==> src/rtl/audio_mixer_nch.sv <==
// audio_mixer_nch: NCH-channel stereo PSG/beeper mixer. After each sample
// strobe the channels are summed one per cycle into left/right PCM totals,
// each of which feeds a first-order sigma-delta 1-bit DAC.
//
// Strobe semantics: sample_stb is a single-cycle request with no back-pressure.
// It is taken only in IDLE; a strobe seen while busy (ACC or DONE) is dropped
// and latches the sticky overrun flag. pcm_valid pulses for exactly one cycle,
// and in that same cycle pcm_left/pcm_right already carry the new mix.
module audio_mixer_nch #(
    parameter int NCH        = 3,
    parameter int W          = 8,
    parameter     BEEP_LEVEL = 8'd64,
    // Wide enough for NCH full-scale channels plus two beeper terms, so the
    // accumulation can never wrap.
    parameter int ACCW       = W + $clog2(NCH + 2)
) (
    input  logic              clk,
    input  logic              rst_n,
    input  logic              sample_stb,
    input  logic [NCH*W-1:0]  ch_data,
    input  logic              ear,
    input  logic              mic,
    input  logic              cfg_we,
    input  logic [2:0]        cfg_ch,
    input  logic [4:0]        cfg_data,
    output logic              busy,
    output logic              overrun,
    output logic [ACCW-1:0]   pcm_left,
    output logic [ACCW-1:0]   pcm_right,
    output logic              pcm_valid,
    output logic              audio_out_left,
    output logic              audio_out_right
);

    localparam int IW = (NCH > 1) ? $clog2(NCH) : 1;

    typedef enum logic [1:0] {S_IDLE, S_ACC, S_DONE} state_t;

    state_t              r_state;
    state_t              w_state_next;

    // Live configuration, written by the cfg port at any time.
    logic [NCH-1:0]      r_pan_l;
    logic [NCH-1:0]      r_pan_r;
    logic [NCH*3-1:0]    r_att;

    // Snapshot taken at the strobe so mid-mix config writes cannot disturb it.
    logic [NCH*W-1:0]    r_sh_data;
    logic [NCH-1:0]      r_sh_pan_l;
    logic [NCH-1:0]      r_sh_pan_r;
    logic [NCH*3-1:0]    r_sh_att;

    logic [IW-1:0]       r_idx;
    logic [ACCW-1:0]     r_acc_l;
    logic [ACCW-1:0]     r_acc_r;
    logic [ACCW-1:0]     r_pcm_l;
    logic [ACCW-1:0]     r_pcm_r;
    logic                r_pcm_valid;
    logic                r_busy;
    logic                r_overrun;
    logic [ACCW:0]       r_err_l;
    logic [ACCW:0]       r_err_r;

    logic                w_last;
    logic [ACCW-1:0]     w_term;
    logic                w_pan_l;
    logic                w_pan_r;
    logic [ACCW-1:0]     w_beep;
    logic [ACCW-1:0]     w_acc_l_next;
    logic [ACCW-1:0]     w_acc_r_next;

    assign w_last       = (r_idx == IW'(NCH - 1));
    assign w_beep       = (ear ? ACCW'(BEEP_LEVEL) : '0) + (mic ? ACCW'(BEEP_LEVEL) : '0);
    assign w_acc_l_next = r_acc_l + (w_pan_l ? w_term : '0);
    assign w_acc_r_next = r_acc_r + (w_pan_r ? w_term : '0);

    // State register.
    always_ff @(posedge clk) begin
        if (!rst_n) r_state <= S_IDLE;
        else        r_state <= w_state_next;
    end

    // Next-state logic: IDLE -> ACC on strobe, ACC for NCH cycles, one DONE cycle.
    always_comb begin
        w_state_next = r_state;
        case (r_state)
            S_IDLE:  if (sample_stb) w_state_next = S_ACC;
            S_ACC:   if (w_last)     w_state_next = S_DONE;
            S_DONE:  w_state_next = S_IDLE;
            default: w_state_next = S_IDLE;
        endcase
    end

    // Select the current channel's attenuated sample and pan bits from the shadow.
    always_comb begin
        w_term  = '0;
        w_pan_l = 1'b0;
        w_pan_r = 1'b0;
        for (int i = 0; i < NCH; i++) begin
            if (r_idx == IW'(i)) begin
                // A shift of W or more naturally yields zero.
                w_term  = ACCW'(r_sh_data[i*W +: W] >> r_sh_att[i*3 +: 3]);
                w_pan_l = r_sh_pan_l[i];
                w_pan_r = r_sh_pan_r[i];
            end
        end
    end

    // Configuration registers; writes to channels >= NCH fall through the loop.
    always_ff @(posedge clk) begin
        if (!rst_n) begin
            r_pan_l <= '1;
            r_pan_r <= '1;
            r_att   <= '0;
        end else if (cfg_we) begin
            for (int i = 0; i < NCH; i++) begin
                if (cfg_ch == 3'(i)) begin
                    r_pan_l[i]       <= cfg_data[4];
                    r_pan_r[i]       <= cfg_data[3];
                    r_att[i*3 +: 3]  <= cfg_data[2:0];
                end
            end
        end
    end

    // Mix datapath: snapshot on strobe, accumulate in ACC, publish on the last channel.
    always_ff @(posedge clk) begin
        if (!rst_n) begin
            r_sh_data   <= '0;
            r_sh_pan_l  <= '0;
            r_sh_pan_r  <= '0;
            r_sh_att    <= '0;
            r_idx       <= '0;
            r_acc_l     <= '0;
            r_acc_r     <= '0;
            r_pcm_l     <= '0;
            r_pcm_r     <= '0;
            r_pcm_valid <= 1'b0;
            r_busy      <= 1'b0;
            r_overrun   <= 1'b0;
        end else begin
            r_pcm_valid <= 1'b0;
            if (sample_stb && (r_state != S_IDLE)) r_overrun <= 1'b1;
            case (r_state)
                S_IDLE: begin
                    if (sample_stb) begin
                        r_sh_data  <= ch_data;
                        r_sh_pan_l <= r_pan_l;
                        r_sh_pan_r <= r_pan_r;
                        r_sh_att   <= r_att;
                        r_acc_l    <= w_beep;
                        r_acc_r    <= w_beep;
                        r_idx      <= '0;
                        r_busy     <= 1'b1;
                    end
                end
                S_ACC: begin
                    r_acc_l <= w_acc_l_next;
                    r_acc_r <= w_acc_r_next;
                    if (w_last) begin
                        r_pcm_l     <= w_acc_l_next;
                        r_pcm_r     <= w_acc_r_next;
                        r_pcm_valid <= 1'b1;
                    end else begin
                        r_idx <= r_idx + IW'(1);
                    end
                end
                S_DONE: r_busy <= 1'b0;
                default: ;
            endcase
        end
    end

    // Sigma-delta DACs: the carry out of the error accumulator is the output bit.
    always_ff @(posedge clk) begin
        if (!rst_n) begin
            r_err_l <= '0;
            r_err_r <= '0;
        end else begin
            r_err_l <= {1'b0, r_err_l[ACCW-1:0]} + {1'b0, r_pcm_l};
            r_err_r <= {1'b0, r_err_r[ACCW-1:0]} + {1'b0, r_pcm_r};
        end
    end

    assign busy            = r_busy;
    assign overrun         = r_overrun;
    assign pcm_left        = r_pcm_l;
    assign pcm_right       = r_pcm_r;
    assign pcm_valid       = r_pcm_valid;
    assign audio_out_left  = r_err_l[ACCW];
    assign audio_out_right = r_err_r[ACCW];

endmodule
==> config.mk <==
export PLATFORM = sky130hd
export DESIGN_NAME = audio_mixer_nch
export DESIGN_NICKNAME = d
export VERILOG_FILES = /design/src/rtl/audio_mixer_nch.sv
export SDC_FILE = /design/constraint.sdc
export NUM_CORES = 1
export LEC_CHECK = 0
export ABC_CLOCK_PERIOD_IN_PS = 2900
export CAP_MARGIN = 20
export CORE_ASPECT_RATIO = 0.6
export CORE_UTILIZATION = 30
export CTS_CLUSTER_DIAMETER = 40
export DETAILED_ROUTE_END_ITERATION = 8
export PLACE_DENSITY = 0.49
export SETUP_SLACK_MARGIN = 0.15
export SYNTH_ARGS = -nofsm -noshare
export SYNTH_HDL_FRONTEND = slang
export SYNTH_SLANG_ARGS = --single-unit
==> constraint.sdc <==
create_clock -name clk -period 2.9 [get_ports clk]
set_input_delay 0.29 -clock clk [delete_from_list [all_inputs] [get_ports clk]]
set_output_delay 0.29 -clock clk [all_outputs]
set_load 0.01 [all_outputs]
==> results of run 1 <==
-- sequential cells by signal, indices dropped and copies added, names as in the netlist, 9 cells and up --
| signal | flops |
|---|---|
| r_sh_att | 9 |
| r_att | 9 |
| r_err_r | 12 |
| r_sh_data | 24 |
| pcm_right | 11 |
| pcm_left | 11 |
| r_err_l | 12 |
| r_acc_l | 11 |
| r_acc_r | 11 |
-- kinds of logic (layout without fill, tap and decap cells) --
family                   count (synthesis)  count (layout)  synth area share
AO/OA/AOI/OAI                          226             226             0.203
buffers and inverters                   75             221            0.0437
AND/OR/NAND/NOR                        332             332             0.213
multiplexers                            48              48            0.0870
adder cells (fa/ha/maj)                 46              46            0.0835
flip-flops                             129             129             0.356
XOR/XNOR                                11              11            0.0133
-- synthesized netlist by cell type, types with 3 or more instances --
master     instances
nor2_1            63
nand3_1           45
mux4_1             4
ha_1              42
a211oi_1           6
nor3b_1            4
mux2_2             4
and3_1             5
o2111ai_1          8
a221o_1            4
a21oi_1           97
o211a_1            4
nand2b_1          12
nor2b_1           15
a22oi_1            4
o22ai_1            3
nand2_1          136
nor3_1            12
o31ai_1            6
o211ai_1           4
a221oi_1           5
buf_2              3
inv_1             26
o21ai_0           23
or2_2              3
o21a_1             7
a21o_1            18
fa_1               4
mux4_2             6
a31oi_1            6
or3_1              9
o311ai_0           4
a22o_1             3
mux2i_1           33
clkbuf_1          38
and2_1            11
a32oi_1            4
dfxtp_1          129
xnor2_1            9
-- final cells by class --
| cell class | count | area (um^2) | share of cell area |
|---|---|---|---|
| flip-flops and latches | 129 | 2610 | 0.260 |
| well taps | 315 | 394 | 0.0393 |
| clock inverters | 15 | 196 | 0.0196 |
| inverters | 28 | 109 | 0.0109 |
| multi-input cells | 663 | 4870 | 0.486 |
| repair buffers | 161 | 1420 | 0.142 |
| clock buffers | 17 | 425 | 0.0424 |
-- through the flow --
stage | hold slack, ps | instance area (um^2)
floorplan | 418 | 7370
global placement | 440 | 8830
detailed placement | 445 | 8830
CTS | 388 | 9670
global route | 410 | 10000
finish | 397 | 10000
-- metal layers --
metal,global-route usage,wire length (um),vias to the layer above
met2,0.213,7860,151
met5,0,0,-
li1,-,-,3380
met3,0.0409,1110,12
met4,0.0385,166,0
met1,0.306,12700,3163
-- worst paths after layout --
kind	from	slack [ps]	to
max	r_sh_att[4]	-240	r_acc_l[10]
min	ch_data[2]	400	r_sh_data[2]
max reg2reg	r_sh_att[4]	-240	r_acc_l[10]
min reg2reg	r_att[1]	450	r_sh_att[1]
-- worst max-delay path: cells and delay by family, from the launching register on --
| family | cells | cell delay, ps |
|---|---|---|
| AO/OA/AOI/OAI | 4 | 810 |
| adder cells (fa/ha/maj) | 2 | 560 |
| buffers and inverters | 1 | 40 |
| flip-flops | 1 | 380 |
| multiplexers | 2 | 690 |
| AND/OR/NAND/NOR | 3 | 560 |
-- repair_timing --
action | 4_1_cts | 5_1_grt
setup buffers | 5 | 7
hold endpoints to repair | 0 | 0
endpoints found under the setup margin | 39 | 39
pin swaps | 20 | 22
gates resized for setup | 39 | 63
-- report_power, final --
| group | switching, mW | internal [mW] |
|---|---|---|
| Sequential | 0.0407 | 1.82 |
| Clock | 0.921 | 1.38 |
| Combinational | 0.330 | 0.287 |
| Total | 1.29 | 3.49 |
==> qor.yml, run 1 <==
sta:
  setup_viol: 28
  fmax_ghz: 0.319
  finalClockSkew_ps: 9.90
  rsz0062_at_grt: "true"
  fin_crit_ps: 3140
  fin_ws_ps: -238
  final.setup.tns_ps: -3600
  relSlewSlack: 0.558
  drv_slew: 0
  worst-slew-pin-transition_ps: 663
  finalHoldViolCount: 0
  period_share: 1.08
detailed_routing:
  drc: 0
  vias: 6706
  drt-initial-drc-count: 529
  wl_per_cell_um: 16.5
  drtPass1Iterations: 5
  routed_wl_um: 21900
  vias_per_cell: 5.05
  postRouteAntennaNets: 0
clocking:
  numCtsBuffers: 17
  clock-root-buffer: "clkbuf_16"
  cts.clk_slew.worst_paths_ps: 70
  clkSinkCount: 129
  postCtsHoldBufs: 0
  clk-insertion-delay-late_ps: 430
  h-tree-depth: 4
  cts_tree: "yes"
  clockBufferDepth: 2
final_layout:
  final_core_util: 0.428
  syn_to_final_growth_pct: 38.2
  drive_gt1_frac: 0.238
  mostFrequentLayoutCells: "135 x nand2_1, 121 x dfxtp_1, 88 x buf_4"
  fillers: 2309
  nets: 1084
  stdcell_count: 1328
  layout_commonest_cell: "nand2_1"
  diodes: 0
critical_path:
  end_kind: "flop"
  crit_top_cell: "a221oi_4"
  cpPeakStageDelay_ps: 520
  cp.required_ps: 3220
  path_cells: "mux2i_2 > mux4_2 > a221oi_4 > nor2b_2 > ha_2 > inv_2 > fa_2 > nor2b_4 > o31ai_4 > a221oi_4 > o211ai_1 > and3_1"
  path_class: "flop to flop"
  crit_fanout: 7
  cp.arrival_ps: 3460
  slowest_stage: "mux4_2"
  r2r_cells: 12
  critPathLaunchType: "flop"
status:
  violations: "negative setup slack"
  status: "finished with violations"
global_route:
  antenna_found_initial: 0
  overflow: 0
  grt_usage: 0.181
  grt_pass1_wl_um: 34500
  grt_start_max_net_pins: 97
  grt_pass1_vias: 6106
logic_synthesis:
  syn_inst: 867
  synth_cell_types: 74
  ys_seq_area_frac: 0.356
  synth_flop_cell: "dfxtp_1"
  synth_top_area_cell: "dfxtp_1"
  syn_area_um2: 7250
  syn_nets: 951
  synth_edf_count: 0
  synthTopCellsByArea: "dfxtp_1 36%, ha_1 7.2%, nand2_1 7.0%"
  avgSynthCellArea_um2: 8.36
  synth_top_area_frac: 0.356
  ys_warn_count: 0
  ys_ff_latch: 129
  async_flop_share: 0
placed_design:
  io_buffer_count: 64
  post-dp-hpwl_um: 15700
  post-place-ws_ps: -463
  placed_cells: 1284
  place.gp.congestion: 0.833
flow_run:
  maxCapViolations: 0
floorplanning:
  core_area_um2: 23400
  rows: 43
  dieHeight_um: 122
  start_util: 0.310
  ios: 65
  dieWidth_um: 203
  die_area_um2: 24800
power_and_ir_drop:
  ir_worst_vdd_uv: 283
  p_leak_nw: 3.93
  report.power.total_mw: 4.78
  power.density_nw_per_um2: 477
min_path:
  hp-class: "primary input to flop"
  min_path_cells: 3
Note: power is estimated with default switching activity, not from simulation.
==> inputs of run 2 (changes only) <==
--- a/config.mk
+++ b/config.mk
@@ -7,11 +7,13 @@
 export LEC_CHECK = 0
 export ABC_CLOCK_PERIOD_IN_PS = 2900
 export CAP_MARGIN = 20
+export CELL_PAD_IN_SITES_DETAIL_PLACEMENT = 0
+export CELL_PAD_IN_SITES_GLOBAL_PLACEMENT = 2
 export CORE_ASPECT_RATIO = 0.6
 export CORE_UTILIZATION = 30
 export CTS_CLUSTER_DIAMETER = 40
 export DETAILED_ROUTE_END_ITERATION = 8
-export PLACE_DENSITY = 0.49
+export PLACE_DENSITY = 0.73
 export SETUP_SLACK_MARGIN = 0.15
 export SYNTH_ARGS = -nofsm -noshare
 export SYNTH_HDL_FRONTEND = slang
==> run 2 against run 1 <==
Against the previous run: the flow still finishes with violations (negative setup slack); power down 3.7%; hold slack gained 4.4 ps; sequential share of layout area about the same; via count about the same; global-route usage is 0.62 points higher; sequential cell count stayed put; core utilization barely moved; critical path type unchanged.
==> qor.yml, run 2 (synthesis gave the netlist of run 1 again) <==
power_and_ir_drop:
  swShare: 0.268
  power.density_nw_per_um2: 459
  intPower_mw: 3.37
  p_sw_mw: 1.23
  ir_worst_vdd_uv: 295
  comb_power_share: 0.135
  p_leak_nw: 3.91
  power.share.clock: 0.460
  p_seq_frac: 0.405
final_layout:
  nets: 1091
  largest_register_ffs: 24
  stdcell_count: 1335
  largest_register: "r_sh_data"
  diodes: 0
  syn_to_final_growth_pct: 38.1
  design_area_um2: 10000
  reg_top3: "r_sh_data x24, r_err_l x12, r_err_r x12"
  layout_commonest_cell: "nand2_1"
  mostFrequentLayoutCells: "135 x nand2_1, 121 x dfxtp_1, 95 x buf_4"
  drive_gt1_frac: 0.249
  fillers: 2396
detailed_routing:
  postRouteAntennaNets: 0
  routed_wl_um: 22300
  vias: 6702
  wl_per_cell_um: 16.7
  drc: 0
  vias_per_cell: 5.02
  drtPass1Iterations: 4
  drt-initial-drc-count: 400
floorplanning:
  ios: 65
  start_util: 0.310
  die_area_um2: 24800
  core_area_um2: 23400
  dieHeight_um: 122
  dieWidth_um: 203
  rows: 43
sta:
  fin_crit_ps: 3180
  setup_viol: 28
  final.setup.tns_ps: -4240
  rsz0062_at_grt: "true"
  relSlewSlack: 0.486
  period_share: 1.10
  finalHoldViolCount: 0
  fin_ws_ps: -283
  fmax_ghz: 0.314
  finalClockSkew_ps: 10.7
  worst-slew-pin-transition_ps: 771
  drv_slew: 0
critical_path:
  cp.required_ps: 3240
  path_class: "flop to flop"
  path_buf_inv: 2
  cp.arrival_ps: 3520
  path_cells: "mux2i_2 > mux4_2 > a221oi_4 > buf_4 > nor2b_2 > ha_2 > inv_1 > fa_2 > nor2b_4 > o31a_1 > o21a_1 > o2111ai_1 > o311ai_2"
  critPathLaunchType: "flop"
  cpPeakStageDelay_ps: 510
  slowest_stage: "mux4_2"
  end_kind: "flop"
  critPathTopFamily: "compound AO/OA/AOI/OAI gates"
  crit_fanout: 7
min_path:
  hp-class: "primary input to flop"
placed_design:
  place.gp.congestion: 0.854
  postPlaceCellArea_um2: 8870
  io_buffer_count: 64
  placed_cells: 1290
  post-dp-hpwl_um: 16100
clocking:
  postCtsHoldBufs: 0
  h-tree-depth: 4
  cts_tree: "yes"
  cts.clk_slew.worst_paths_ps: 60
  clk-insertion-delay-late_ps: 430
  clkSinkCount: 129
  numCtsBuffers: 17
  clock-root-buffer: "clkbuf_16"
  clockBufferDepth: 2
global_route:
  grt_usage: 0.187
  grt_pass1_vias: 6270
  overflow: 0
  antenna_found_initial: 0
  grt_pass1_wl_um: 35800
  grt_start_max_net_pins: 57
status:
  status: "finished with violations"
  violations: "negative setup slack"
flow_run:
  maxCapViolations: 0
==> run 2: repair_timing <==
action / 4_1_cts / 5_1_grt
hold endpoints to repair: 0 / 0
setup endpoints to repair: 39 / 39
buffers inserted: 4 / 9
cloned: 0 / 0
pin swaps: 16 / 32
gates resized for setup: 43 / 65
==> run 2: per-stage QoR <==
step	util	hold WS, ps	setup WS [ps]	power, mW
6_report	0.428	402	-283	4.60
5_1_grt	0.428	411	-437	4.81
4_1_cts	0.412	376	-252	4.61
3_5_place_dp	0.379	445	-388	2.46
3_3_place_gp	0.379	443	-345	2.46
2_1_floorplan	-	418	-45.3	2.20
==> run 2: cell type report <==
type | count | area, um^2 | share of cell area
multi-input cells | 663 | 4880 | 0.487
clock buffers | 18 | 429 | 0.0428
clock inverters | 14 | 141 | 0.0141
inverters | 28 | 109 | 0.0109
repair buffers | 168 | 1460 | 0.146
well taps | 315 | 394 | 0.0393
flip-flops and latches | 129 | 2600 | 0.260
==> run 2: worst paths after layout <==
path               startpoint             to  slack, ps  cells after the start
setup / recovery  r_sh_att[4]   pcm_right[8]       -280                     13
hold / removal     ch_data[4]   r_sh_data[4]        400                      3
setup reg to reg  r_sh_att[4]   pcm_right[8]       -280                     13
hold reg to reg    r_pan_r[2]  r_sh_pan_r[2]        450                      2
==> run 2: worst min-delay path, delay by kind of cell <==
| kind | cells | cell delay [ps] |
|---|---|---|
| buf+inv | 1 | 390 |
| compound gates | 1 | 50 |
| simple gates | 1 | 50 |
==> run 2: metal layers <==
metal  track usage  vias up  wire length, um
li1              -     3409                -
met1         0.308     3184            13300
met2         0.232      100             8130
met3        0.0390        9              720
met4        0.0456        0              148
met5             0        -                0
==> run 2: power by group through the flow <==
stage | registers (mW) | logic (mW) | clock network, mW
global route | 1.87 | 0.679 | 2.26
global placement | 1.90 | 0.559 | 0
detailed placement | 1.90 | 0.555 | 0
finish | 1.86 | 0.621 | 2.12
CTS | 1.86 | 0.576 | 2.17
floorplan | 1.89 | 0.310 | 0
==> inputs of run 3 (changes only) <==
--- a/config.mk
+++ b/config.mk
@@ -15,6 +15,7 @@
 export DETAILED_ROUTE_END_ITERATION = 8
 export PLACE_DENSITY = 0.73
 export SETUP_SLACK_MARGIN = 0.15
+export SKIP_LAST_GASP = 1
 export SYNTH_ARGS = -nofsm -noshare
 export SYNTH_HDL_FRONTEND = slang
 export SYNTH_SLANG_ARGS = --single-unit
==> run 3 against run 2 <==
Against the previous run: the flow still finishes with violations (negative setup slack); die area unchanged; cell count stayed put; sequential power about the same; first-iteration DRC count decreased by 4.5%; fmax up 0.27%; routed wire length grew 0.11%; sequential share of layout area barely moved; critical path type unchanged.
==> qor.yml, run 3 (synthesis gave the netlist of run 1 again) <==
status:
  status: "finished with violations"
  violations: "negative setup slack"
final_layout:
  fillers: 2397
  drive_gt1_frac: 0.247
  nets: 1091
  reg_top3: "r_sh_data x24, r_err_l x12, r_err_r x12"
  seq_area_um2: 2600
  multiInputGateArea_um2: 4870
  diodes: 0
  largest_register_ffs: 24
  mostFrequentLayoutCells: "135 x nand2_1, 121 x dfxtp_1, 95 x buf_4"
  layout_commonest_cell: "nand2_1"
  largest_register: "r_sh_data"
  stdcell_count: 1335
  syn_to_final_growth_pct: 38.0
critical_path:
  path_class: "flop to flop"
  crit_fanout: 7
  r2r_cells: 13
  end_kind: "flop"
  cp.arrival_ps: 3510
  critPathLaunchType: "flop"
  cp.required_ps: 3240
placed_design:
  post-place-ws_ps: -388
  io_buffer_count: 64
  placed_cells: 1290
  place.gp.congestion: 0.854
  post-dp-hpwl_um: 16100
sta:
  setup_viol: 28
  finalClockSkew_ps: 9.85
  fmax_ghz: 0.315
  drv_slew: 0
  final.setup.tns_ps: -4150
  period_share: 1.09
  relSlewSlack: 0.492
  fin_ws_ps: -274
  rsz0062_at_grt: "true"
  fin_crit_ps: 3170
  worst-slew-pin-transition_ps: 763
  finalHoldViolCount: 0
min_path:
  hp-class: "primary input to flop"
  min_path_cells: 3
flow_run:
  maxCapViolations: 0
detailed_routing:
  routed_wl_um: 22300
  vias: 6728
  postRouteAntennaNets: 0
  wl_per_cell_um: 16.7
  drt-initial-drc-count: 382
  vias_per_cell: 5.04
  drc: 0
  drtPass1Iterations: 4
floorplanning:
  dieWidth_um: 203
  dieHeight_um: 122
  ios: 65
  core_area_um2: 23400
  start_util: 0.310
  rows: 43
  die_area_um2: 24800
clocking:
  numCtsBuffers: 17
  clkSinkCount: 129
  h-tree-depth: 4
  clk-insertion-delay-late_ps: 430
  cts_tree: "yes"
  clock-root-buffer: "clkbuf_16"
  clockBufferDepth: 2
  cts.clk_slew.worst_paths_ps: 60
global_route:
  grt_start_max_net_pins: 57
  grt_pass1_vias: 6270
  overflow: 0
  grt_usage: 0.187
  antenna_found_initial: 0
  grt_pass1_wl_um: 35800
power_and_ir_drop:
  ir_worst_vdd_uv: 299
  p_leak_nw: 3.91
  power.density_nw_per_um2: 460
## run 3: metrics by stage
stage	utilization	instance area (um^2)	hold slack, ps	total power, mW
final	0.428	10000	400	4.61
after floorplan	-	7370	418	2.20
after global routing	0.428	10000	411	4.81
after global placement	0.379	8870	443	2.46
after CTS	0.412	9650	376	4.61
after detailed placement	0.379	8870	445	2.46
## run 3: cell type report
class,instances,share of cell area
Clock buffer,18,0.0429
Clock inverter,14,0.0141
Inverter,28,0.0109
Multi-Input combinational cell,663,0.487
Sequential cell,129,0.260
Timing Repair Buffer,168,0.146
Tap cell,315,0.0394
## run 3: repair_timing
action / CTS / global route
pin swaps: 16 / 32
endpoints found under the setup margin: 39 / 39
hold buffers: 0 / 0
setup buffers: 4 / 9
gates resized for setup: 43 / 63
## run 3: worst paths after layout
| path | startpoint | to | slack, ps |
|---|---|---|---|
| min reg2reg | r_pan_r[2] | r_sh_pan_r[2] | 450 |
| max | r_sh_att[4] | pcm_right[8] | -270 |
| min | ch_data[4] | r_sh_data[4] | 400 |
| max reg2reg | r_sh_att[4] | pcm_right[8] | -270 |
## run 3: where the power goes
group / internal (mW) / switching, mW / leakage [nW]
Sequential: 1.82 / 0.0425 / 1.05
Combinational: 0.288 / 0.333 / 2.59
Clock: 1.26 / 0.864 / 0.272
## run 3: critical path: stages, from the launching register on
cell and delay [ps]:
dfxtp_4 380, mux2i_2 180, mux4_2 510, a221oi_4 300, buf_4 140, nor2b_2 130, ha_2 190, inv_1 50
fa_2 370, nor2b_4 170, o31a_1 210, o21a_1 180, o2111ai_1 140, o311ai_2 120
## run 3: layer usage
layer / up-vias / GRT usage / wire length, um
li1: 3407 / - / -
met1: 3206 / 0.308 / 13300
met2: 106 / 0.232 / 8130
met3: 9 / 0.0390 / 789
met4: 0 / 0.0456 / 148
met5: - / 0 / 0
